[src/rtl/seg_display_writer.sv]
// seg_display_writer: snapshots ten seven-segment codes and writes only the
// changed 32-bit display words to a memory-mapped display, one handshaked
// bus write at a time, with an optional periodic forced full rewrite.
module seg_display_writer #(
    parameter logic [31:0] BASEADDR       = 32'hF000_0010,
    parameter int unsigned REFRESH_PERIOD = 0
) (
    input  logic        wClk,
    input  logic        wReset,
    input  logic [79:0] bCode,
    input  logic        wUpdate,
    input  logic        wWriteAck,
    output logic        wWrite,
    output logic [31:0] bWriteAddr,
    output logic [31:0] bWriteData,
    output logic [3:0]  bWriteMask,
    output logic        wBusy
);

    typedef enum logic [0:0] {StIdle, StWrite} state_e;

    state_e      state_q, state_d;
    logic [79:0] shadow_q, shadow_d;
    logic [31:0] written_q [3];
    logic [31:0] written_d [3];
    logic [2:0]  valid_q, valid_d;
    logic [1:0]  sel_q, sel_d;
    logic        write_q, write_d;
    logic [31:0] addr_q, addr_d;
    logic [31:0] data_q, data_d;
    logic [3:0]  mask_q, mask_d;
    logic [31:0] refresh_q, refresh_d;
    logic        refresh_hit;

    logic [31:0] word [3];
    logic [2:0]  dirty;

    assign word[0] = shadow_q[31:0];
    assign word[1] = shadow_q[63:32];
    assign word[2] = {16'h0, shadow_q[79:64]};

    assign refresh_hit = (REFRESH_PERIOD != 0) && (refresh_q == REFRESH_PERIOD - 1);

    // A word is dirty until acknowledged once, or whenever the snapshot moves away from it.
    always_comb begin
        for (int k = 0; k < 3; k++) begin
            dirty[k] = ~valid_q[k] | (word[k] != written_q[k]);
        end
    end

    // Next-state: shadow capture, write selection/handshake and refresh invalidation.
    always_comb begin
        state_d   = state_q;
        shadow_d  = wUpdate ? bCode : shadow_q;
        written_d = written_q;
        valid_d   = valid_q;
        sel_d     = sel_q;
        write_d   = write_q;
        addr_d    = addr_q;
        data_d    = data_q;
        mask_d    = mask_q;
        refresh_d = (REFRESH_PERIOD == 0 || refresh_hit) ? 32'd0 : refresh_q + 32'd1;

        unique case (state_q)
            StIdle: begin
                if (|dirty) begin
                    write_d = 1'b1;
                    state_d = StWrite;
                    if (dirty[2]) begin
                        sel_d  = 2'd2;
                        addr_d = BASEADDR + 32'd8;
                        data_d = word[2];
                        mask_d = 4'b1100;
                    end else if (dirty[1]) begin
                        sel_d  = 2'd1;
                        addr_d = BASEADDR + 32'd4;
                        data_d = word[1];
                        mask_d = 4'b0000;
                    end else begin
                        sel_d  = 2'd0;
                        addr_d = BASEADDR;
                        data_d = word[0];
                        mask_d = 4'b0000;
                    end
                end
            end
            StWrite: begin
                if (wWriteAck) begin
                    // Record what was actually sent, not the possibly newer shadow.
                    for (int k = 0; k < 3; k++) begin
                        if (sel_q == 2'(k)) begin
                            written_d[k] = data_q;
                            valid_d[k]   = 1'b1;
                        end
                    end
                    write_d = 1'b0;
                    state_d = StIdle;
                end
            end
            default: state_d = StIdle;
        endcase

        // Refresh wins over a coincident ack so that word is sent again.
        if (refresh_hit) begin
            valid_d = 3'b000;
        end
    end

    // State register with synchronous reset; reset abandons any pending write.
    always_ff @(posedge wClk) begin
        if (wReset) begin
            state_q   <= StIdle;
            shadow_q  <= '0;
            valid_q   <= 3'b000;
            sel_q     <= 2'd0;
            write_q   <= 1'b0;
            addr_q    <= '0;
            data_q    <= '0;
            mask_q    <= '0;
            refresh_q <= '0;
            for (int k = 0; k < 3; k++) begin
                written_q[k] <= '0;
            end
        end else begin
            state_q   <= state_d;
            shadow_q  <= shadow_d;
            written_q <= written_d;
            valid_q   <= valid_d;
            sel_q     <= sel_d;
            write_q   <= write_d;
            addr_q    <= addr_d;
            data_q    <= data_d;
            mask_q    <= mask_d;
            refresh_q <= refresh_d;
        end
    end

    assign wWrite     = write_q;
    assign bWriteAddr = addr_q;
    assign bWriteData = data_q;
    assign bWriteMask = mask_q;
    assign wBusy      = (|dirty) | write_q;

endmodule
[config.mk]
export PLATFORM = sky130hd
export DESIGN_NAME = seg_display_writer
export DESIGN_NICKNAME = d
export VERILOG_FILES = /design/src/rtl/seg_display_writer.sv
export SDC_FILE = /design/constraint.sdc
export NUM_CORES = 1
export LEC_CHECK = 0
export ABC_AREA = 1
export BUFFER_PORTS_ARGS = -buffer_cell sky130_fd_sc_hd__clkbuf_2
export CORE_MARGIN = 8
export CORE_UTILIZATION = 50
export CTS_CLUSTER_SIZE = 20
export DETAILED_ROUTE_END_ITERATION = 16
export GPL_ROUTABILITY_DRIVEN = 0
export GPL_TIMING_DRIVEN = 0
export PLACE_DENSITY = 0.74
export SYNTH_ARGS = -nofsm -noshare
export SYNTH_HDL_FRONTEND = slang
export SYNTH_SLANG_ARGS = --single-unit
[constraint.sdc]
create_clock -name wClk -period 1.6 [get_ports wClk]
set_input_delay 0.08 -clock wClk [delete_from_list [all_inputs] [get_ports wClk]]
set_output_delay 0.08 -clock wClk [all_outputs]
set_load 0.01 [all_outputs]
==> flow_results.org, run 1 <==
** Run
- Max-cap violations :: 0

** Worst setup path
- Crit path kind :: flip-flop to output pin
- Startpoint class of the critical path :: flip-flop
- Critical path arrival :: approximately 2.1 ns
- CP Cell Sequence :: inv_1, nand2_1, nand2_1, nor2_2, nand2_1, nor2_2, nand2_2, nor2_4, nand3_2, nor2_4, nand2_1, buf_2
- In this run the worst setup path begins at written_q[79]$_SDFFE_PP0P_.
- Capture point of the worst reg-to-reg path :: bWriteData[20]$_SDFFE_PP0P_
- At the worst endpoint, the required time is 1.52 ns.
- Combined buffer and inverter count along the critical path :: 2
- Critical Path Fanout Max :: 2
- The worst setup path is captured at an output pin.
- Setup slack on the worst reg-to-reg path comes out at -0.58 ns.
- The critical path crosses 12 cells after its start point.
- In this run the critical register-to-register path is launched from shadow_q[23]$_SDFFE_PP0P_.
- Worst path top cell family by delay :: simple AND/OR/NAND/NOR gates
- The slowest stage of the critical path is the sky130_fd_sc_hd__dfxtp_2 cell.
- The cell that appears most often on the critical path is sky130_fd_sc_hd__nand2_1.
- Number of cells on the worst reg-to-reg path :: 16
- Largest stage delay on the critical path :: 0.33 ns
- Following the worst setup path forward leads to its endpoint at wBusy.

** Routing
- # DRC :: 0
- Length of the first detailed-routing pass in iterations :: 5
- Summing over every cut layer, the via total after detailed routing is 11.6k.
- Antenna-violating nets left :: 0
- Via-to-Cell Ratio :: 5.48
- Wires add up to a little under 40 mm.
- Number of DRC violations after detailed-routing iteration 0 :: 1404
- After detailed routing, the average wire length per cell comes to 18.6 um.

** GRT
- The via count of the first global-routing pass was 10.8k.
- Summed over all layers, the global routing overflow is 0.
- Entering global routing, the biggest net connects 14 pins.
- Antenna violations before repair :: 1
- The first global-routing pass estimated 58.1 mm of wire.
- Total GRT Usage :: 0.301

** Place
- Port buffering added 125 buffers.
- Prior to clock tree synthesis, the placed netlist has a worst setup slack of -0.679 ns.
- Summed over all nets, the half-perimeter wirelength after detailed placement is roughly 28 mm.

** Synthesis
- Of the synthesized area, sequential elements account for 0.425.
- Fraction of the mapped netlist area in compound gates :: 0.176
- Area share of fa/ha/maj cells after synthesis :: 0
- Synth area leader :: sky130_fd_sc_hd__dfxtp_1
- The portion of synthesized area spent on multiplexers is 0.
- The share of synthesized area in the top cell type comes to 0.425.
- Post-synthesis share of cell area spent on and, or, nand and nor gates :: 0.259
- Summing every instance area after synthesis gives 0.0102 mm^2.
- Counting distinct cell types in the post-synthesis netlist gives 33.
- Synthesis produced 1526 cells.
- Of the total synthesized cell area, the portion taken by XOR and XNOR cells is 0.0155.
- Each instance of the synthesized netlist takes up on average 6.67 um^2.
- Combinational family with the most area after synthesis :: simple AND/OR/NAND/NOR gates
- #FFs+latches synth :: 216
- Yosys printed 0 warnings.
- Cells taking the most area after synthesis :: sky130_fd_sc_hd__dfxtp_1 (42%), sky130_fd_sc_hd__nand2_1 (13%), sky130_fd_sc_hd__o21ai_0 (9.2%)

** Final layout
- Total number of nets in the final design :: ~1.9k
- Of the cells placed in the final design, the portion with a size suffix greater than 1 is 0.254.
- Layout-stage area growth over the synthesis result :: 36.8%
- After filler insertion, the fill cell instance count of the layout stands at 1638.

** Pwr
- IR analysis of the VDD net gives a maximum drop of 0.000742 V.
- Total power density per cell area :: 1010 mW/mm^2
- In this run the static leakage power is approximately 0.0064 uW.
- Switching pwr :: 3920 uW
- The share of total power dissipated in combinational logic is 0.161.
- Of the total power, the clock network draws 0.415.
- Of the total power, the share spent switching nets is 0.280.
- Internal Dissipation :: 10100 uW
- Of the total power, registers draw 0.424.

** Hold path
- The startpoint identified for the worst hold timing path is wUpdate.
- Path category of the worst min-delay check :: input pin to flip-flop

** STA
- Dividing the final minimum period by the clock period gives 1.37.
- Clock Skews :: 0.0144 ns
- Final-layout worst hold slack :: 0.0652 ns
- In this run the tightest slew margin relative to its limit is 0.480.
- Number of failing hold endpoints at the final stage :: 0
- Subtracting the final worst setup slack from the clock period gives 2.19 ns.
- The final count of pins violating max slew is 0.
- Post-route worst setup slack :: -0.587 ns
- Static timing analysis puts the maximum clock frequency at 457 MHz.
- Setup repair after global routing missed its margin :: true
- At the pin with the least slew margin, the transition time is 0.780 ns.
- Final count of negative-setup-slack endpoints :: 38

** CTS
- TritonCTS clock tree :: done
- TritonCTS Sinks :: roughly 220
- The clock passes through at most 3 buffers.
- Clock-pin slew was measured on the worst setup and hold paths at about 0.06 ns.
- The number of clock buffers added by TritonCTS is 24.
- In this run the number of H-tree levels came out at 1.
- Worst-Skew Late Latency :: 0.52 ns
- Root Driver :: sky130_fd_sc_hd__clkbuf_16

** Die
- The die is 159 um tall.
- The die covers 0.0252 mm^2.
- Core box area :: 0.0201 mm^2
- 154 I/O pins were placed.
- For this configuration, the core starts out at a cell density of 0.506.
- From left edge to right edge, the die measures 159 um.
- The floorplan has 52 rows.

** Run status
- Violations in the final reports :: setup timing
- Outcome :: complete, but fails checks
==> Yosys cell counts (all sizes together) <==
cell type	n
and2	2
o21ai	192
nand2	353
buf	54
nor4b	1
clkinv	1
nand4	12
nor2	196
nor3	8
nor3b	1
or2	3
dfxtp	216
xor2	8
nand3	66
clkbuf	53
a21oi	165
o21a	1
nand3b	1
inv	179
xnor2	10
conb	1
nor4	3
==> area by class of cell <==
cell class                      instances  area, um^2  area share
Clock inverter                          9         125     0.00898
Buffer                                107         686      0.0492
Timing Repair Buffer                  252        1900       0.136
Tap cell                              270         338      0.0243
Antenna cell                            1        2.50    0.000180
Clock buffer                           35         693      0.0498
Multi-Input combinational cell       1049        5100       0.366
Sequential cell                       216        4400       0.316
Inverter                              180         681      0.0489
==> power by group through the flow <==
stage               registers (uW)  clock network, uW  logic, uW
global route                  5960               6000       2450
detailed placement            6010                  0       1750
CTS                           5910               5780       2070
floorplan                     5950                  0       1150
global placement              6000                  0       1730
finish                        5940               5810       2260
==> flip-flops by register name, summed over array words and instances (netlist names) <==
register	count
written_q	96
shadow_q	80
bWriteData	32
valid_q	3
bWriteAddr	1
bWriteMask	1
sel_q	1
state_q	1
wWrite	1
==> metrics by stage <==
step                total power [uW]  cell area [um^2]  utilization  setup TNS, ns  std cells
floorplan                       7100             10300            -       -0.00678       1552
global placement                7730             11300        0.561         -81.95       1947
detailed placement              7760             11300        0.561         -85.26       1947
CTS                            13800             13600        0.675         -13.24       2104
global route                   14400             13900        0.693         -24.38       2118
finish                         14000             13900        0.693         -19.10       2119
==> worst min path at each step <==
stage | endpoint | slack [ns] | cells past startpoint
final | shadow_q[75]$_SDFFE_PP0P_ | 0.07 | 3
after global routing | shadow_q[76]$_SDFFE_PP0P_ | 0.10 | 3
after CTS | shadow_q[76]$_SDFFE_PP0P_ | 0.06 | 3
after detailed placement | shadow_q[75]$_SDFFE_PP0P_ | 0.32 | 3
after global placement | shadow_q[76]$_SDFFE_PP0P_ | 0.30 | 3
after floorplan | shadow_q[75]$_SDFFE_PP0P_ | 0.21 | 2
==> worst reg2reg max path, stage by stage, from the launching register on <==
cell and delay [ns]:
sky130_fd_sc_hd__dfxtp_2 0.33, sky130_fd_sc_hd__buf_6 0.11, sky130_fd_sc_hd__nand2_2 0.05, sky130_fd_sc_hd__nand2_2 0.06, sky130_fd_sc_hd__nor2_2 0.11, sky130_fd_sc_hd__nand2_1 0.07
sky130_fd_sc_hd__nor2_2 0.14, sky130_fd_sc_hd__buf_4 0.13, sky130_fd_sc_hd__buf_4 0.09, sky130_fd_sc_hd__nand3_1 0.10, sky130_fd_sc_hd__nor2_2 0.21, sky130_fd_sc_hd__nand3_2 0.12
sky130_fd_sc_hd__nand2_4 0.12, sky130_fd_sc_hd__buf_8 0.16, sky130_fd_sc_hd__buf_8 0.12, sky130_fd_sc_hd__nor2_1 0.05, sky130_fd_sc_hd__nor2_1 0.15
==> layout by cell type, fill, tap and decap left out, types with 22 or more instances in the layout <==
| cell type | netlist | routed |
|---|---|---|
| sky130_fd_sc_hd__clkbuf_16 | 0 | 27 |
| sky130_fd_sc_hd__clkbuf_1 | 53 | 44 |
| sky130_fd_sc_hd__nor2_2 | 5 | 22 |
| sky130_fd_sc_hd__o21ai_0 | 187 | 179 |
| sky130_fd_sc_hd__a21oi_1 | 165 | 163 |
| sky130_fd_sc_hd__nor2_1 | 190 | 162 |
| sky130_fd_sc_hd__inv_2 | 8 | 29 |
| sky130_fd_sc_hd__dfxtp_2 | 0 | 56 |
| sky130_fd_sc_hd__inv_1 | 171 | 148 |
| sky130_fd_sc_hd__nand3_1 | 65 | 57 |
| sky130_fd_sc_hd__clkbuf_2 | 0 | 135 |
| sky130_fd_sc_hd__nand2_1 | 353 | 310 |
| sky130_fd_sc_hd__dlygate4sd3_1 | 0 | 82 |
| sky130_fd_sc_hd__conb_1 | 1 | 27 |
| sky130_fd_sc_hd__buf_4 | 35 | 68 |
| sky130_fd_sc_hd__dfxtp_1 | 216 | 158 |
| sky130_fd_sc_hd__nand2_2 | 0 | 41 |
==> cells by family after synthesis <==
| family | count (synthesis) |
|---|---|
| AND/OR/NAND/NOR | 646 |
| AO/OA/AOI/OAI | 358 |
| buffers and inverters | 287 |
| flip-flops | 216 |
| XOR/XNOR | 18 |
| other | 1 |
==> layer usage <==
| layer | wire length, um | global-route usage | vias to the layer above |
|---|---|---|---|
| li1 | - | - | 5394 |
| met1 | 14700 | 0.375 | 5251 |
| met2 | 18000 | 0.498 | 786 |
| met3 | 4620 | 0.0459 | 182 |
| met4 | 2130 | 0.150 | 0 |
| met5 | 0 | 0 | - |
==> repair_timing <==
item / CTS / global route
gates resized for setup: 136 / 114
pin swaps: 37 / 50
setup buffers: 25 / 12
setup endpoints to repair: 146 / 76
hold buffers: 82 / 0
gates cloned: 6 / 2
endpoints found under the hold margin: 89 / 0
No activity file was read; power rests on OpenSTA's default activity.
==> inputs of run 2 (changes only) <==
- CORE_UTILIZATION: 50 -> 45
- PLACE_DENSITY: 0.74 -> 0.68
==> run 2 against run 1 <==
The run still ends with setup timing left; power decreased by 3.2%; via count down 2.0%; flip-flop and latch count unchanged; worst hold slack got worse by 0.034 ns; clock skew grew 0.011 ns; sequential power barely moved; worst setup slack better by 0.044 ns; die area grew 10%; maximum frequency increased by 2.1%; first-iteration DRC count down 1.1%; largest power group unchanged.
==> flow_results.org, run 2 (synthesis gave the netlist of run 1 again) <==
** Run status
- Outcome :: complete, but fails checks
- The checks that failed: setup timing.

** STA
- Of the available clock period, the critical path in the final layout requires 1.34.
- Tmin final :: ~2.1 ns
- In the post-route analysis, the smallest setup slack over all paths is -0.543 ns.
- Across all hold checks on the routed design, the worst slack comes to about 0.031 ns.
- Setup repair after global routing missed its margin :: true
- Pin slew with the least headroom to its limit :: slightly below 0.8 ns
- Measured against its own limit, the worst slew margin works out to 0.474.
- Number of failing hold endpoints at the final stage :: 0
- Final number of max-transition violations :: 0
- Max Clock Freq :: 467 MHz
- Final count of negative-setup-slack endpoints :: 38
- For the final database, setup skew stands at 0.0258 ns.

** Final layout
- Of the cells placed in the final design, the portion with a size suffix greater than 1 is 0.281.
- Area occupied by multi-input gates :: 0.00520 mm^2
- Reg with most FFs :: written_q
- Registers take ~0.0044 mm^2.
- Total number of nets in the final design :: 1919
- The register with the most flip-flops in the layout has 96 of them.
- The repair_antennas step left the layout with diodes totalling 0.
- From synthesis to final layout, the design area changed by 38.4%.
- The layout has 1985 filler cells.
- Leaving out fill and tap cells, the most frequent cell in the layout is sky130_fd_sc_hd__nand2_1.
- Commonest non-fill, non-tap cells in the layout :: sky130_fd_sc_hd__nand2_1 (297), sky130_fd_sc_hd__o21ai_0 (183), sky130_fd_sc_hd__a21oi_1 (165)

** CTS
- The root buffer cell chosen for the clock tree is sky130_fd_sc_hd__clkbuf_16.
- TritonCTS built the clock tree.
- In this run the number of H-tree levels came out at 1.
- CTS clock-pin slew for the worst setup and hold paths :: about 0.060 ns
- Max clock buf depth :: 3
- The clock net in this run drives a total of between 200 and 250 sinks.
- Worst-Skew Late Latency :: 0.54 ns
- CTS Buf Count :: 24

** Place
- Before CTS, the worst setup slack after placement is -0.726 ns.
- HPWL reported at the end of detailed placement :: between 20 and 30 mm
- The count of buffers added on input and output ports is about 130.

** Routing
- # DRC :: 0
- Antenna-violating nets left :: 0
- After detailed routing, the average wire length per cell comes to roughly 18 um.
- Number of DRC violations after detailed-routing iteration 0 :: 1389
- The routed layout has 11.4k vias.
- The final layout contains routed wiring with a total length of 39.3 mm.
- Using the TritonRoute via totals, the vias-per-cell ratio works out to 5.32.
- Before antenna repair, the detailed router went through 7 iterations.

** Worst setup path
- Along the worst path, the maximum fanout reaches 2.
- At the worst endpoint, the arrival time is a little over 2 ns.
- The setup path with the least slack is of type flip-flop to output pin.
- At the worst endpoint, the required time is 1.52 ns.
- Startpoint class of the critical path :: flip-flop
- STA classifies the critical path endpoint as an output pin.

** Die
- The die is 166 um tall.
- The die covers roughly 0.028 mm^2.
- The initial utilization of the core area, before any placement, comes to 0.454.
- The core region is 0.0224 mm^2.
- Count of standard-cell rows :: 55
- For this design the top-level I/O count stands at 154.
- Die extent in x :: approximately 170 um

** GRT
- The first global-routing pass estimated 58.8 mm of wire.
- In the global route stage, overall resource usage came out at 0.269.
- The via count of the first global-routing pass came to 10.7k.
- Largest net degree at the start of global routing :: 13
- Summed over all layers, the global routing overflow is 0.
- The initial antenna violation count came to 0.

** Pwr
- Across the VDD grid, the largest voltage drop is 0.000718 V.
- Total power density per cell area :: 963 mW/mm^2
- In this run the static leakage power is 0.00649 uW.

** Hold path
- Path category of the worst min-delay check :: input pin to flip-flop

** Run
- Max-cap violations :: 0
==> run 2: cell count changes in the layout (fill, tap and decap cells not counted), moves of 4 or more <==
cell | previous run | this run
sky130_fd_sc_hd__nor2_1 | 162 | 152
sky130_fd_sc_hd__nand2_2 | 41 | 49
sky130_fd_sc_hd__dfxtp_1 | 158 | 146
sky130_fd_sc_hd__o21ai_0 | 179 | 183
sky130_fd_sc_hd__inv_1 | 148 | 138
sky130_fd_sc_hd__nor2_2 | 22 | 32
sky130_fd_sc_hd__nand2_1 | 310 | 297
sky130_fd_sc_hd__dfxtp_2 | 56 | 66
sky130_fd_sc_hd__buf_8 | 4 | 9
sky130_fd_sc_hd__nand2_4 | 2 | 7
sky130_fd_sc_hd__inv_2 | 29 | 40
==> run 2: layout make-up <==
cell class / count / area share
Inverter: 180 / 0.0484
Tap cell: 285 / 0.0253
Buffer: 106 / 0.0483
Clock buffer: 37 / 0.0504
Timing Repair Buffer: 258 / 0.141
Multi-Input combinational cell: 1049 / 0.369
Clock inverter: 6 / 0.00311
Sequential cell: 216 / 0.314
==> run 2: path summary, 6_finish.rpt <==
kind,startpoint,slack [ns],to,cells after the start
setup reg to reg,written_q[57]$_SDFFE_PP0P_,-0.50,bWriteData[16]$_SDFFE_PP0P_,17
hold reg to reg,written_q[61]$_SDFFE_PP0P_,0.47,written_q[61]$_SDFFE_PP0P_,2
setup / recovery,written_q[76]$_SDFFE_PP0P_,-0.54,wBusy,9
hold / removal,wUpdate,0.03,shadow_q[30]$_SDFFE_PP0P_,3
==> run 2: timing repair <==
item	4_1_cts	5_1_grt
gates cloned	7	2
resized for setup	170	148
hold endpoints to repair	82	7
buffers inserted	25	20
setup endpoints to repair	124	128
pin swaps	41	58
hold buffers	81	1
==> run 2: per-layer routing <==
metal  vias to the layer above  global-route usage  wire length [um]
met3                       127              0.0483              3680
met2                       627               0.439             18100
met4                         0               0.122              1710
met1                      5219               0.341             15800
met5                         -                   0                 0
li1                       5404                   -                 -
==> run 2: where the power goes <==
group / switching, uW / leakage [uW] / internal (uW)
Sequential: 258 / 0.00180 / 5680
Combinational: 1360 / 0.00432 / 939
Clock: 2280 / 0.000370 / 3050
Total: 3890 / 0.00649 / 9670
==> run 2: metrics by stage <==
step	power, uW	setup TNS, ns	area (um^2)	util	instances
after global placement	7740	-72.99	11300	0.503	1962
final	13600	-16.32	14100	0.628	2137
after detailed placement	7780	-75.48	11300	0.503	1962
after floorplan	7100	-0.00678	10300	-	1552
after global routing	14100	-20.61	14100	0.628	2137
after CTS	13300	-13.29	13500	0.604	2118
==> run 2: critical path, stage by stage, from the launching register on <==
cell                      delay [ns]
sky130_fd_sc_hd__dfxtp_1        0.32
sky130_fd_sc_hd__xnor2_1        0.29
sky130_fd_sc_hd__nand2_1        0.10
sky130_fd_sc_hd__nor2_1         0.13
sky130_fd_sc_hd__nand3_2        0.13
sky130_fd_sc_hd__inv_2          0.11
sky130_fd_sc_hd__nand3_2        0.10
sky130_fd_sc_hd__nor2_4         0.15
sky130_fd_sc_hd__nand2_1        0.06
sky130_fd_sc_hd__buf_2          0.13
